### src/rtl/apb_pkg.sv
// Shared APB definitions: completer FSM states, bus widths and response encoding.
package apb_pkg;

  localparam int unsigned APB_DATA_W = 32;
  localparam int unsigned APB_ADDR_W = 32;
  localparam int unsigned APB_STRB_W = 4;

  typedef enum logic {
    IDLE   = 1'b0,
    ACCESS = 1'b1
  } apb_state_e;

  // pslverr encoding, shared with the AXI4-Lite-to-APB bridge
  localparam logic APB_RESP_OKAY   = 1'b0;
  localparam logic APB_RESP_SLVERR = 1'b1;

endpackage

### src/rtl/apb_byte_reg.sv
// One 32-bit register: byte-strobed APB write merged with a full-word hardware write.
module apb_byte_reg
  import apb_pkg::*;
#(
  parameter logic [APB_DATA_W-1:0] RESET_VAL = '0
) (
  input  logic                  clk_i,
  input  logic                  rst_i,
  input  logic                  apb_we_i,
  input  logic [APB_STRB_W-1:0] apb_strb_i,
  input  logic [APB_DATA_W-1:0] apb_wdata_i,
  input  logic                  hw_we_i,
  input  logic [APB_DATA_W-1:0] hw_wdata_i,
  output logic [APB_DATA_W-1:0] q_o
);

  logic [APB_DATA_W-1:0] data_d;
  logic [APB_DATA_W-1:0] data_q;

  // APB-strobed bytes win a same-cycle collision; the rest take the hardware word
  always_comb begin
    data_d = data_q;
    for (int unsigned b = 0; b < APB_STRB_W; b++) begin
      if (apb_we_i && apb_strb_i[b]) begin
        data_d[8*b +: 8] = apb_wdata_i[8*b +: 8];
      end else if (hw_we_i) begin
        data_d[8*b +: 8] = hw_wdata_i[8*b +: 8];
      end
    end
  end

  always_ff @(posedge clk_i or posedge rst_i) begin
    if (rst_i) data_q <= RESET_VAL;
    else       data_q <= data_d;
  end

  assign q_o = data_q;

endmodule

### src/rtl/apb_regfile_slave.sv
// APB3/APB4 register-file completer with wait states, decode errors and a hardware update port.
// Define APB_REGFILE_PROT_CHECK_EN to reject non-secure accesses to the upper half of the registers.
module apb_regfile_slave
  import apb_pkg::*;
#(
  parameter logic [31:0] BASE_ADDR   = 32'h0000_0000,
  parameter int unsigned NUM_REGS    = 8,
  parameter int unsigned WAIT_STATES = 0,
  parameter logic [31:0] RESET_VAL   = 32'h0000_0000
) (
  input  logic                     s_apb_clk,
  input  logic                     s_apb_areset,
  input  logic [APB_ADDR_W-1:0]    s_apb_paddr,
  input  logic                     s_apb_psel,
  input  logic                     s_apb_penable,
  input  logic                     s_apb_pwrite,
  input  logic [APB_DATA_W-1:0]    s_apb_pwdata,
  input  logic [APB_STRB_W-1:0]    s_apb_pstrb,
  input  logic [2:0]               s_apb_pprot,
  output logic [APB_DATA_W-1:0]    s_apb_prdata,
  output logic                     s_apb_pready,
  output logic                     s_apb_pslverr,
  input  logic                     hw_wr_en,
  input  logic [5:0]               hw_wr_idx,
  input  logic [APB_DATA_W-1:0]    hw_wr_data,
  output logic [NUM_REGS*32-1:0]   reg_q
);

  apb_state_e            state_q;
  logic [3:0]            cnt_q;
  logic [5:0]            idx_q;
  logic                  write_q;
  logic                  err_q;
  logic [APB_DATA_W-1:0] wdata_q;
  logic [APB_STRB_W-1:0] strb_q;

  logic [5:0]  setup_idx;
  logic        setup_err;
  logic        range_err;
  logic        prot_err;
  logic [32:0] addr_ext;
  logic [32:0] addr_lo;
  logic [32:0] addr_hi;

  // Bounds compared in 33 bits so BASE_ADDR + 4*NUM_REGS cannot wrap
  assign addr_ext  = {1'b0, s_apb_paddr};
  assign addr_lo   = {1'b0, BASE_ADDR};
  assign addr_hi   = addr_lo + 33'(4 * NUM_REGS);
  assign range_err = (s_apb_paddr[1:0] != 2'b00) || (addr_ext < addr_lo) || (addr_ext >= addr_hi);
  assign setup_idx = 6'((s_apb_paddr - BASE_ADDR) >> 2);

`ifdef APB_REGFILE_PROT_CHECK_EN
  assign prot_err = s_apb_pprot[1] && (32'(setup_idx) >= 32'(NUM_REGS / 2));
`else
  logic unused_pprot;
  assign unused_pprot = ^s_apb_pprot;
  assign prot_err     = 1'b0;
`endif

  assign setup_err = range_err || prot_err;

  always_ff @(posedge s_apb_clk or posedge s_apb_areset) begin
    if (s_apb_areset) begin
      state_q <= IDLE;
      cnt_q   <= '0;
      idx_q   <= '0;
      write_q <= 1'b0;
      err_q   <= APB_RESP_OKAY;
      wdata_q <= '0;
      strb_q  <= '0;
    end else begin
      case (state_q)
        IDLE: begin
          if (s_apb_psel && !s_apb_penable) begin
            state_q <= ACCESS;
            cnt_q   <= 4'(WAIT_STATES);
            idx_q   <= setup_idx;
            write_q <= s_apb_pwrite;
            err_q   <= setup_err ? APB_RESP_SLVERR : APB_RESP_OKAY;
            wdata_q <= s_apb_pwdata;
            strb_q  <= s_apb_pstrb;
          end
        end
        ACCESS: begin
          if (!s_apb_psel)            state_q <= IDLE;
          else if (cnt_q != '0)       cnt_q   <= cnt_q - 4'd1;
          else if (s_apb_penable)     state_q <= IDLE;
        end
        default: state_q <= IDLE;
      endcase
    end
  end

  logic                  wr_commit;
  logic [APB_DATA_W-1:0] regs [NUM_REGS];
  logic [APB_DATA_W-1:0] rd_word;

  assign s_apb_pready  = (state_q == ACCESS) && (cnt_q == '0) && s_apb_psel && s_apb_penable;
  assign s_apb_pslverr = s_apb_pready && err_q;
  assign wr_commit     = s_apb_pready && write_q && !err_q;

  for (genvar i = 0; i < NUM_REGS; i++) begin : g_reg
    apb_byte_reg #(
      .RESET_VAL (RESET_VAL)
    ) u_reg (
      .clk_i       (s_apb_clk),
      .rst_i       (s_apb_areset),
      .apb_we_i    (wr_commit && (idx_q == 6'(i))),
      .apb_strb_i  (strb_q),
      .apb_wdata_i (wdata_q),
      .hw_we_i     (hw_wr_en && (hw_wr_idx == 6'(i))),
      .hw_wdata_i  (hw_wr_data),
      .q_o         (regs[i])
    );
    assign reg_q[32*i +: 32] = regs[i];
  end

  always_comb begin
    rd_word = '0;
    for (int unsigned i = 0; i < NUM_REGS; i++) begin
      if (idx_q == 6'(i)) rd_word = regs[i];
    end
  end

  assign s_apb_prdata = (s_apb_pready && !write_q && !err_q) ? rd_word : '0;

endmodule

### config.mk
export PLATFORM = sky130hd
export DESIGN_NAME = apb_regfile_slave
export DESIGN_NICKNAME = d
export VERILOG_FILES = /design/src/rtl/apb_pkg.sv /design/src/rtl/apb_byte_reg.sv /design/src/rtl/apb_regfile_slave.sv
export SDC_FILE = /design/constraint.sdc
export NUM_CORES = 1
export LEC_CHECK = 0
export BUFFER_PORTS_ARGS = -buffer_cell sky130_fd_sc_hd__clkbuf_2
export CORE_UTILIZATION = 25
export CTS_BUF_LIST = sky130_fd_sc_hd__clkbuf_4 sky130_fd_sc_hd__clkbuf_8
export CTS_CLUSTER_SIZE = 20
export DETAILED_ROUTE_END_ITERATION = 7
export GPL_TIMING_DRIVEN = 0
export SETUP_SLACK_MARGIN = 0.2
export SLEW_MARGIN = 20
export SYNTH_ARGS = -nofsm -noshare
export SYNTH_HDL_FRONTEND = slang
export SYNTH_SLANG_ARGS = --single-unit
export TNS_END_PERCENT = 1
### constraint.sdc
create_clock -name s_apb_clk -period 9.8 [get_ports s_apb_clk]
set_input_delay 1.47 -clock s_apb_clk [delete_from_list [all_inputs] [get_ports s_apb_clk]]
set_output_delay 1.47 -clock s_apb_clk [all_outputs]
set_load 0.02 [all_outputs]
Word level (Yosys, flattened, before mapping)
Cells that the tools add are included.
{"block": "word_totals", "output_inout_bits": 290, "reg_bits": 305}
{"block": "classes", "n_mux": 83, "addsub": 1, "eq_ne": 17, "order_cmp": 2, "bitwise": 1, "n_reduce_logical": 101}
{"cell": "$mux W8", "n": 64}
{"cell": "$mux W32", "n": 9}
{"cell": "$reduce_bool A2 Y1", "n": 33}
{"cell": "$logic_and A1 B1 Y1", "n": 57}
{"cell": "$eq A6 B3 Y1 const B", "n": 8}
{"cell": "$ge A32 B6 Y1 const B", "n": 1}
{"cell": "$lt A32 B1 Y1 const B", "n": 1}
{"cell": "$eq A6 B2 Y1 const B", "n": 4}
{"cell": "$eq A6 B1 Y1 const B", "n": 2}
{"cell": "$logic_not A6 Y1", "n": 2}
{"cell": "$mux W4", "n": 3}
{"cell": "$pmux W4 S2", "n": 1}
{"cell": "$mux W1", "n": 5}
{"cell": "$logic_not A4 Y1", "n": 1}
{"cell": "$ne A2 B2 Y1 const B", "n": 2}
{"cell": "$reduce_bool A4 Y1", "n": 1}
{"cell": "$sub A4 B1 Y4 const B", "n": 1}
{"cell": "$logic_not A1 Y1", "n": 3}
{"cell": "$reduce_and A3 Y1", "n": 1}
{"cell": "$logic_or A1 B1 Y1", "n": 2}
{"cell": "$ne A2 B1 Y1 const B", "n": 1}
{"cell": "$pmux W1 S2", "n": 1}
{"cell": "$reduce_and A2 Y1", "n": 1}
{"cell": "$not A1 Y1", "n": 1}

Logic depth before layout (Yosys ltp)
Gate-level depths: netlist of run 1.
{"block": "depth", "word_depth": 10, "mapped_depth": 9, "ltp_nobuf": 7}

By module
Synthesis of run 1 repeated with hierarchy kept, for this count alone.
{"block": "hier_totals", "hier_cells": 1607, "hier_area_um2": 17594.4}
{"module": "apb_byte_reg", "n_inst": 8, "cells_per_inst": 149, "area_each_um2": 1659.1}
{"module": "apb_regfile_slave", "n_inst": 1, "cells_per_inst": 415, "area_each_um2": 4321.6}

Worst setup path after synthesis of run 1
OpenSTA, ideal clock, no wires.
{"block": "synth_timing", "path_kind": "input-to-output", "from": "input port s_apb_psel", "to": "output port s_apb_prdata[15]", "path_buffers": 1, "t_arrival_ns": 2.945, "setup_slack_ns": 5.385, "path_stages": 6, "required_ns": 8.330, "cell_sequence": "and4bb_4 > nand2_4 > buf_6 > nor3_4 > nand2_2 > o41ai_2"}
{"block": "synth_via", "elab_chain_len": 5}
{"element": "from (decl)", "line": "apb_regfile_slave.sv:14", "source": "input logic s_apb_psel,"}
{"element": "$logic_and A1 B1 Y1 (2 in series)", "line": "apb_regfile_slave.sv:98", "source": "assign s_apb_pready = (state_q == ACCESS) && (cnt_q == '0) && s_apb_psel && s_apb_penable;"}
{"element": "$logic_and A1 B1 Y1 (2 in series)", "line": "apb_regfile_slave.sv:125", "source": "assign s_apb_prdata = (s_apb_pready && !write_q && !err_q) ? rd_word : '0;"}
{"element": "$mux W32", "line": "apb_regfile_slave.sv:125"}
{"element": "to (decl)", "line": "apb_regfile_slave.sv:20", "source": "output logic [APB_DATA_W-1:0] s_apb_prdata,"}
Every way passes these cells.

Worst setup path after layout of run 1
{"block": "layout_timing", "from": "register idx_q[5]", "to": "output port s_apb_prdata[5]"}
{"block": "layout_via", "elab_chain_len": 10, "word_cells_on_any_way": 17}
{"element": "from (decl)", "line": "apb_regfile_slave.sv:31", "source": "logic [5:0] idx_q;"}
{"element": "from (signal assigned)", "line": "apb_regfile_slave.sv:77", "source": "idx_q <= setup_idx;"}
{"element": "$logic_not A6 Y1", "line": "apb_regfile_slave.sv:121", "source": "if (idx_q == 6'(i)) rd_word = regs[i];"}
{"element": "$mux W32 (7 in series)", "line": "apb_regfile_slave.sv:121"}
{"element": "$mux W32 (*)", "line": "apb_regfile_slave.sv:121"}
{"element": "$mux W32 (*)", "line": "apb_regfile_slave.sv:125"}
Mark *: on every way between the ends. The rest lies on a longest branch, timed or not.

==> out/qor.yml, run 1 <==
run_status:
  status: "finished, final reports clean"
sta:
  maxSlewViolCount: 0
  finalHoldViolCount: 0
  slew_headroom_pct: 23.56
  setup_viol: 0
  rsz0062_at_grt: "no"
  max_freq_mhz: 182.3
  post-route-period-util_pct: 55.98
  period_needed_ns: 5.486
  finalClockSkew_ns: 0.03701
  tns_ns: 0
  worst_slew_pin_slew_ns: 1.147
route:
  routed_wirelength_mm: 81.30
  vias: 15770
  drc: 0
  route.detailed.wl_per_inst_um: 27.13
  viasPerCell: 5.262
  dr.first_iter.drc_count: 1487
  antenna_left: 0
  first_pass_iters: 7
clocking:
  clk_latency_ns: 0.68
  cts_buffers: 57
  cts_tree: "done"
  cts_sinks: 305
  ctsResizeCount: 0
  cts_setup_buffers: 0
  clk_pin_slew_worst_paths_ns: 0.06
  ctsLongestPathBuffers: 3
  clockRootBuffer: "clkbuf_8"
  holdBufCountCts: 0
  h-tree-depth: 2
floorplan:
  rows: 93
  die_x_um: 258.5
  start_util_pct: 25.42
  dieArea_mm2: 0.06682
  die_height_um: 258.5
  ioPinCount: 405
  coreArea_mm2: 0.06470
cells_and_area:
  nets: 2212
  fin_cells: 2996
  design_area_mm2: 0.02081
  final_cell_mix: "clkbuf_2 (369), dfrtp_1 (305), mux2i_1 (289)"
  drive_above_1_share_pct: 29.78
  area_growth_pct: 26.53
  final_common_cell: "clkbuf_2"
global_routing:
  grt_overflow_total: 0
  grt_pass1_vias: 15840
  grt_max_degree: 34
  grt_pass1_wl_mm: 115.0
  antenna_found_initial: 4
  grt_usage_pct: 23.90
min_path:
  min_path_type: "flip-flop to flip-flop"
logic_synthesis:
  synthTopCellsByArea: "dfrtp_1 (46%), mux2i_1 (18%), o21ai_0 (6.3%)"
  ys_types: 56
  yosys_warnings: 0
  seq_area_frac_synth_pct: 46.40
  ys_seq_elements: 305
  syn_nets: 1776
  synth_area_leader_cell: "dfrtp_1"
  synth_flop_cell: "dfrtp_1"
  synthArstFlopShare_pct: 100.0
  syn_area_per_cell_um2: 9.909
  synth_top_area_share_pct: 46.40
  synth_edf_count: 0
  post_synth_instance_area_mm2: 0.01645
  syn_inst: 1660
worst_setup_path:
  worst_ep_arrival_time_ns: 4.02
  crit_path_start: "idx_q[5]"
  path_common_cell: "clkbuf_1"
  crit_type: "flip-flop to output port"
  cp_slowest_cell: "clkbuf_1"
  r2r_start: "idx_q[1]"
  path_delay_family: "buffers and inverters"
  critPathMaxStageDelay_ns: 0.80
  reg2reg_slack_ns: 6.81
  path_buf_inv: 3
  cp-end-kind: "output port"
  path_cells: "nor2_1, nand2_1, clkbuf_1, clkbuf_1, o211ai_1, a31oi_1, clkbuf_2"
  reg2regPathDepth: 5
  worstSetupPathDepth: 7
  crit_fanout: 10
  r2r_end: "g_reg[5].u_reg.q_o[23]"
  critPathLaunchType: "flip-flop"
  worstSetupEndpoint: "s_apb_prdata[5]"
  crit_required_ns: 8.33
placement:
  hpwl_mm: 60.32
  post_dp_cell_area_mm2: 0.01955
  io_buffers: 368
  placed_cells: 2892
  gp_congestion: 0.8666
power:
  p_leak_nw: 10.84
  finalPower_w: 0.003920
  cellPowerDensity_mw_per_mm2: 188.3
  vdd_drop_max_mv: 0.09677
run:
  cap_violations: 0
==> per-layer routing <==
| metal | part of all wire, % | up-vias | global-route usage [%] |
|---|---|---|---|
| li1 | - | 6860 | - |
| met1 | 40 | 7872 | 30.00 |
| met2 | 47 | 841 | 38.80 |
| met3 | 8.9 | 188 | 6.426 |
| met4 | 4.1 | 4 | 9.583 |
| met5 | 0.032 | - | 0 |
==> sequential cells by signal, indices dropped and copies added (netlist names) <==
signal and flops:
cnt_q 4, err_q 1, g.u_reg.q_o 256, idx_q 6, state_q 1, strb_q 4, wdata_q 32, write_q 1
==> final cells by class <==
class / count / area (um^2)
fill: 6790 / 43880
multi-input combinational: 1176 / 8019
sequential: 305 / 7632
timing repair buffer: 377 / 2022
clock buffer: 88 / 1086
tap: 855 / 1070
buffer: 173 / 778.2
clock inverter: 14 / 173.9
inverter: 6 / 26.28
antenna: 2 / 5.005
==> stage by stage <==
| stage | util [%] | worst slack [ns] | hold slack, ns |
|---|---|---|---|
| after detailed placement | 30.21 | 4.367 | 0.5658 |
| final | 32.17 | 4.314 | 0.5823 |
| after global routing | 32.16 | 4.170 | 0.6111 |
| after CTS | 32.16 | 4.371 | 0.5779 |
| after global placement | 29.93 | 2.315 | 0.5443 |
| after floorplan | - | 4.273 | 0.5193 |
==> worst min path at each step <==
stage / start / to / slack [ns] / depth (start not counted)
after CTS: cnt_q[1] / cnt_q[1] / 0.58 / 1
final: cnt_q[1] / cnt_q[1] / 0.58 / 1
after global placement: cnt_q[1] / cnt_q[1] / 0.54 / 1
after floorplan: cnt_q[1] / cnt_q[1] / 0.52 / 1
after detailed placement: cnt_q[1] / cnt_q[1] / 0.57 / 1
after global routing: strb_q[2] / strb_q[2] / 0.61 / 1
==> synthesized netlist by cell type, types with 4 or more instances <==
| cell | n |
|---|---|
| buf_1 | 38 |
| a21oi_1 | 75 |
| o2bb2ai_1 | 23 |
| nand4_1 | 8 |
| nor4_1 | 8 |
| nor3_1 | 4 |
| o21ai_1 | 5 |
| a22o_1 | 4 |
| buf_4 | 6 |
| nor2_1 | 97 |
| mux2_2 | 44 |
| a222oi_1 | 5 |
| and2_1 | 4 |
| nor4_4 | 4 |
| buf_2 | 64 |
| mux2i_1 | 289 |
| o221ai_2 | 17 |
| nor3_2 | 5 |
| nor3b_1 | 4 |
| nand2b_1 | 4 |
| o211ai_1 | 23 |
| o221ai_1 | 6 |
| a2bb2oi_1 | 4 |
| a221o_1 | 26 |
| nand2_1 | 243 |
| o21ai_0 | 206 |
| nand3_1 | 7 |
| inv_1 | 6 |
| clkbuf_1 | 62 |
| a31oi_1 | 23 |
| dfrtp_1 | 305 |
| and3_1 | 4 |
==> worst reg2reg max path, delay by kind of cell (launching register included) <==
kind	cells	cell delay, ns
DFF	1	0.44
AOI/OAI and AO/OA	1	0.15
buffers and inverters	1	0.43
and+or+nand+nor	3	1.87
==> logic make-up after synthesis <==
| group | after synthesis | share of synthesized area [%] |
|---|---|---|
| AO/OA/AOI/OAI | 428 | 16.69 |
| AND/OR/NAND/NOR | 414 | 11.39 |
| multiplexers | 333 | 20.60 |
| flip-flops | 305 | 46.40 |
| buffers and inverters | 179 | 4.846 |
| adder cells (fa/ha/maj) | 1 | 0.07606 |
==> power breakdown <==
part | total (W) | switching (W) | internal [W] | leakage (nW)
Clock | 0.00140 | 0.000596 | 0.000808 | 0.677
Sequential | 0.00161 | 0.000178 | 0.00143 | 3.99
Combinational | 0.000903 | 0.000609 | 0.000294 | 6.18
(Power assumes the default switching activity.)
==> run 2, diff against run 1 <==
--- a/config.mk
+++ b/config.mk
@@ -5,6 +5,7 @@
 export SDC_FILE = /design/constraint.sdc
 export NUM_CORES = 1
 export LEC_CHECK = 0
+export ABC_AREA = 1
 export BUFFER_PORTS_ARGS = -buffer_cell sky130_fd_sc_hd__clkbuf_2
 export CORE_UTILIZATION = 25
 export CTS_BUF_LIST = sky130_fd_sc_hd__clkbuf_4 sky130_fd_sc_hd__clkbuf_8
==> constraint.sdc (replaced) <==
create_clock -name s_apb_clk -period 5.05 [get_ports s_apb_clk]
set_input_delay 0.7575 -clock s_apb_clk [delete_from_list [all_inputs] [get_ports s_apb_clk]]
set_output_delay 0.7575 -clock s_apb_clk [all_outputs]
set_load 0.02 [all_outputs]
==> run 2 against run 1 <==
Area after synthesis grew 4.0%. Total power grew 100%. Wire length grew 17%. Critical path depth grew 3.
==> out/qor.yml, run 2 <==
global_routing:
  grt_pass1_wl_mm: 134.9  # was 115.0 mm
  grt_overflow_total: 0  # unchanged
  grt_max_degree: 33  # was 34
  grt_usage_pct: 26.78  # was 23.90%
  grt-busiest-layer: "met2"  # unchanged
  antenna_found_initial: 3  # was 4
  grt_pass1_vias: 18850  # was 15840
  use_met1_pct: 32.60  # was 30.00%
  grtUsageMet3_pct: 9.176  # was 6.426%
  use_met2_pct: 43.41  # was 38.80%
clocking:
  cts_buffers: 57  # unchanged
  cts_setup_buffers: 0  # unchanged
  clockRootBuffer: "clkbuf_8"  # unchanged
  clk_pin_slew_worst_paths_ns: 0.06  # about the same
  cts_sinks: 305  # unchanged
  cts_tree: "done"  # unchanged
  clk_latency_ns: 0.68  # about the same
  h-tree-depth: 2  # unchanged
  holdBufCountCts: 0  # unchanged
  ctsResizeCount: 0  # unchanged
  ctsLongestPathBuffers: 3  # unchanged
worst_setup_path:
  crit_type: "flip-flop to output port"  # unchanged
  crit_fanout: 10  # unchanged
  critPathLaunchType: "flip-flop"  # unchanged
  worst_ep_arrival_time_ns: 4.11  # was 4.02 ns
  crit_required_ns: 4.29  # was 8.33 ns
  cp-end-kind: "output port"  # unchanged
cells_and_area:
  n_antenna_cell: 0  # was 2
  multi_input_area_mm2: 0.008408  # was 0.008019 mm^2
  final_cell_mix: "nand2_1 (862), nand3_1 (556), nor2_1 (423)"  # was clkbuf_2 (369), dfrtp_1 (305), mux2i_1 (289)
  final_common_cell: "nand2_1"  # was clkbuf_2
  num-fill-cells: 7462  # was 6790
  area_growth_pct: 26.89  # was 26.53%
  drive_above_1_share_pct: 18.15  # was 29.78%
  largest_register_ffs: 256  # unchanged
  nets: 3148  # was 2212
  design_area_mm2: 0.02170  # was 0.02081 mm^2
  regArea_mm2: 0.007632  # unchanged
  fin_cells: 3948  # was 2996
sta:
  post-route-period-util_pct: 96.37
  slew_headroom_pct: 24.64  # was 23.56%
  rsz0062_at_grt: "no"  # unchanged
  finalHoldViolCount: 0  # unchanged
  max_freq_mhz: 205.5
  worst_slew_pin_slew_ns: 1.130  # was 1.147 ns
  maxSlewViolCount: 0  # unchanged
  setup_viol: 0  # unchanged
  period_needed_ns: 4.867
  finalClockSkew_ns: 0.03090  # was 0.03701 ns
logic_synthesis:
  ys_seq_elements: 305  # unchanged
  syn_area_per_cell_um2: 6.679  # was 9.909 um^2
  seq_area_frac_synth_pct: 44.64  # was 46.40%
  syn_inst: 2560  # was 1660
  synthTopCellsByCount: "nand2_1 (862), nand3_1 (556), nor2_1 (423), dfrtp_1 (305), inv_1 (117)"  # was dfrtp_1 (305), mux2i_1 (289), nand2_1 (243), o21ai_0 (206), nor2_1 (97)
  synth_top_area_share_pct: 44.64  # was 46.40%
  synthArstFlopShare_pct: 100.0  # unchanged
  synth_edf_count: 0  # unchanged
  post_synth_instance_area_mm2: 0.01710  # was 0.01645 mm^2
  synth_area_leader_cell: "dfrtp_1"  # unchanged
  yosys_warnings: 0  # unchanged
  synth_flop_cell: "dfrtp_1"  # unchanged
  ys_types: 24  # was 56
  syn_nets: 2676  # was 1776
  synth.most_common_cell: "nand2_1"  # was dfrtp_1
  synthTopCellsByArea: "dfrtp_1 (45%), nand2_1 (19%), nand3_1 (16%)"  # was dfrtp_1 (46%), mux2i_1 (18%), o21ai_0 (6.3%)
floorplan:
  dieArea_mm2: 0.06945  # was 0.06682 mm^2
  ioPinCount: 405  # unchanged
  die_height_um: 263.5  # was 258.5 um
  coreArea_mm2: 0.06740  # was 0.06470 mm^2
  rows: 95  # was 93
  die_x_um: 263.5  # was 258.5 um
  start_util_pct: 25.37  # was 25.42%
power:
  vdd_drop_max_mv: 0.1705  # was 0.09677 mV
  cellPowerDensity_mw_per_mm2: 362.3  # was 188.3 mW/mm^2
  p_leak_nw: 11.31  # was 10.84 nW
placement:
  hpwl_mm: 71.60  # was 60.32 mm
  io_buffers: 401  # was 368
  gp_congestion: 0.9599  # was 0.8666
  post_dp_cell_area_mm2: 0.02044  # was 0.01955 mm^2
  placed_cells: 3846  # was 2892
route:
  antenna_left: 0  # unchanged
  viasPerCell: 5.089  # was 5.262
  vias: 20090  # was 15770
  drc: 0  # unchanged
  routed_wirelength_mm: 95.05  # was 81.30 mm
  dr.first_iter.drc_count: 2307  # was 1487
  first_pass_iters: 6  # was 7
  route.detailed.wl_per_inst_um: 24.08  # was 27.13 um
run_status:
  status: "finished, final reports clean"  # unchanged
run:
  cap_violations: 0  # unchanged
min_path:
  min_path_type: "input pin to async pin"  # was flip-flop to flip-flop
## run 2: cells by family (layout without fill, tap and decap cells)
kind of cell | after synthesis | in the layout | share of synthesized area, %
compound gates | 60 | 60 | 1.859
flops | 305 | 305 | 44.64
buf+inv | 280 | 795 | 6.256
fa+ha+maj | 1 | 1 | 0.07316
simple gates | 1914 | 1914 | 47.18
## run 2: worst max-delay path, cell delays in order (launching register included)
cell	delay [ns]
dfrtp_1	0.41
inv_2	0.06
nor2_2	0.42
nand3_1	0.59
inv_2	0.44
buf_1	0.88
nand2_1	0.12
nand4_1	0.14
nand2_1	0.13
inv_1	0.09
clkbuf_2	0.16
## run 2: area by class of cell
class / instances / area share, %
plain buffers: 154 / 2.751
clock buffers: 99 / 5.444
clock inverters: 3 / 0.3114
inverters: 126 / 2.197
multi-input cells: 1975 / 38.75
flip-flops and latches: 305 / 35.18
well taps: 873 / 5.034
repair buffers: 413 / 10.33
## run 2: worst paths after layout
kind	slack [ns]	endpoint	startpoint	depth (start not counted)
worst max-delay path	0.18	s_apb_prdata[15]	idx_q[0]	10
worst min-delay path	0.10	wdata_q[2]	s_apb_areset	2
worst max register to register	1.45	g_reg[4].u_reg.q_o[24]	idx_q[0]	9
worst min register to register	0.50	idx_q[4]	idx_q[4]	2
max in group asynchronous	3.57	g_reg[5].u_reg.q_o[19]	s_apb_areset	7
min in group s_apb_clk	0.28	wdata_q[23]	s_apb_pwdata[23]	3
## run 2: where the power goes
part / switching [W] / internal, W
logic: 0.00152 / 0.000518
registers: 0.000306 / 0.00281
clock network: 0.00116 / 0.00155
## run 2: through the flow
step	hold slack (ns)	setup TNS (ns)	worst slack, ns	power, W	util (%)
after floorplan	0.4631	0	0.2355	0.004172	-
after global placement	0.4834	-627.01	-2.110	0.005129	29.97
after detailed placement	0.4874	0	1.055	0.005168	30.33
after CTS	0.09067	0	0.3283	0.007861	32.18
after global routing	0.1331	0	0.2068	0.008161	32.19
final	0.1025	0	0.1835	0.007861	32.19
## run 2: per-layer routing
metal  part of all wire, %  vias up  wire length [um]
li1                      -     9166                 -
met1                    39     9626             36800
met2                    46     1082             43480
met3                    12      211             10980
met4                   4.0        6              3765
met5                 0.036        -                34
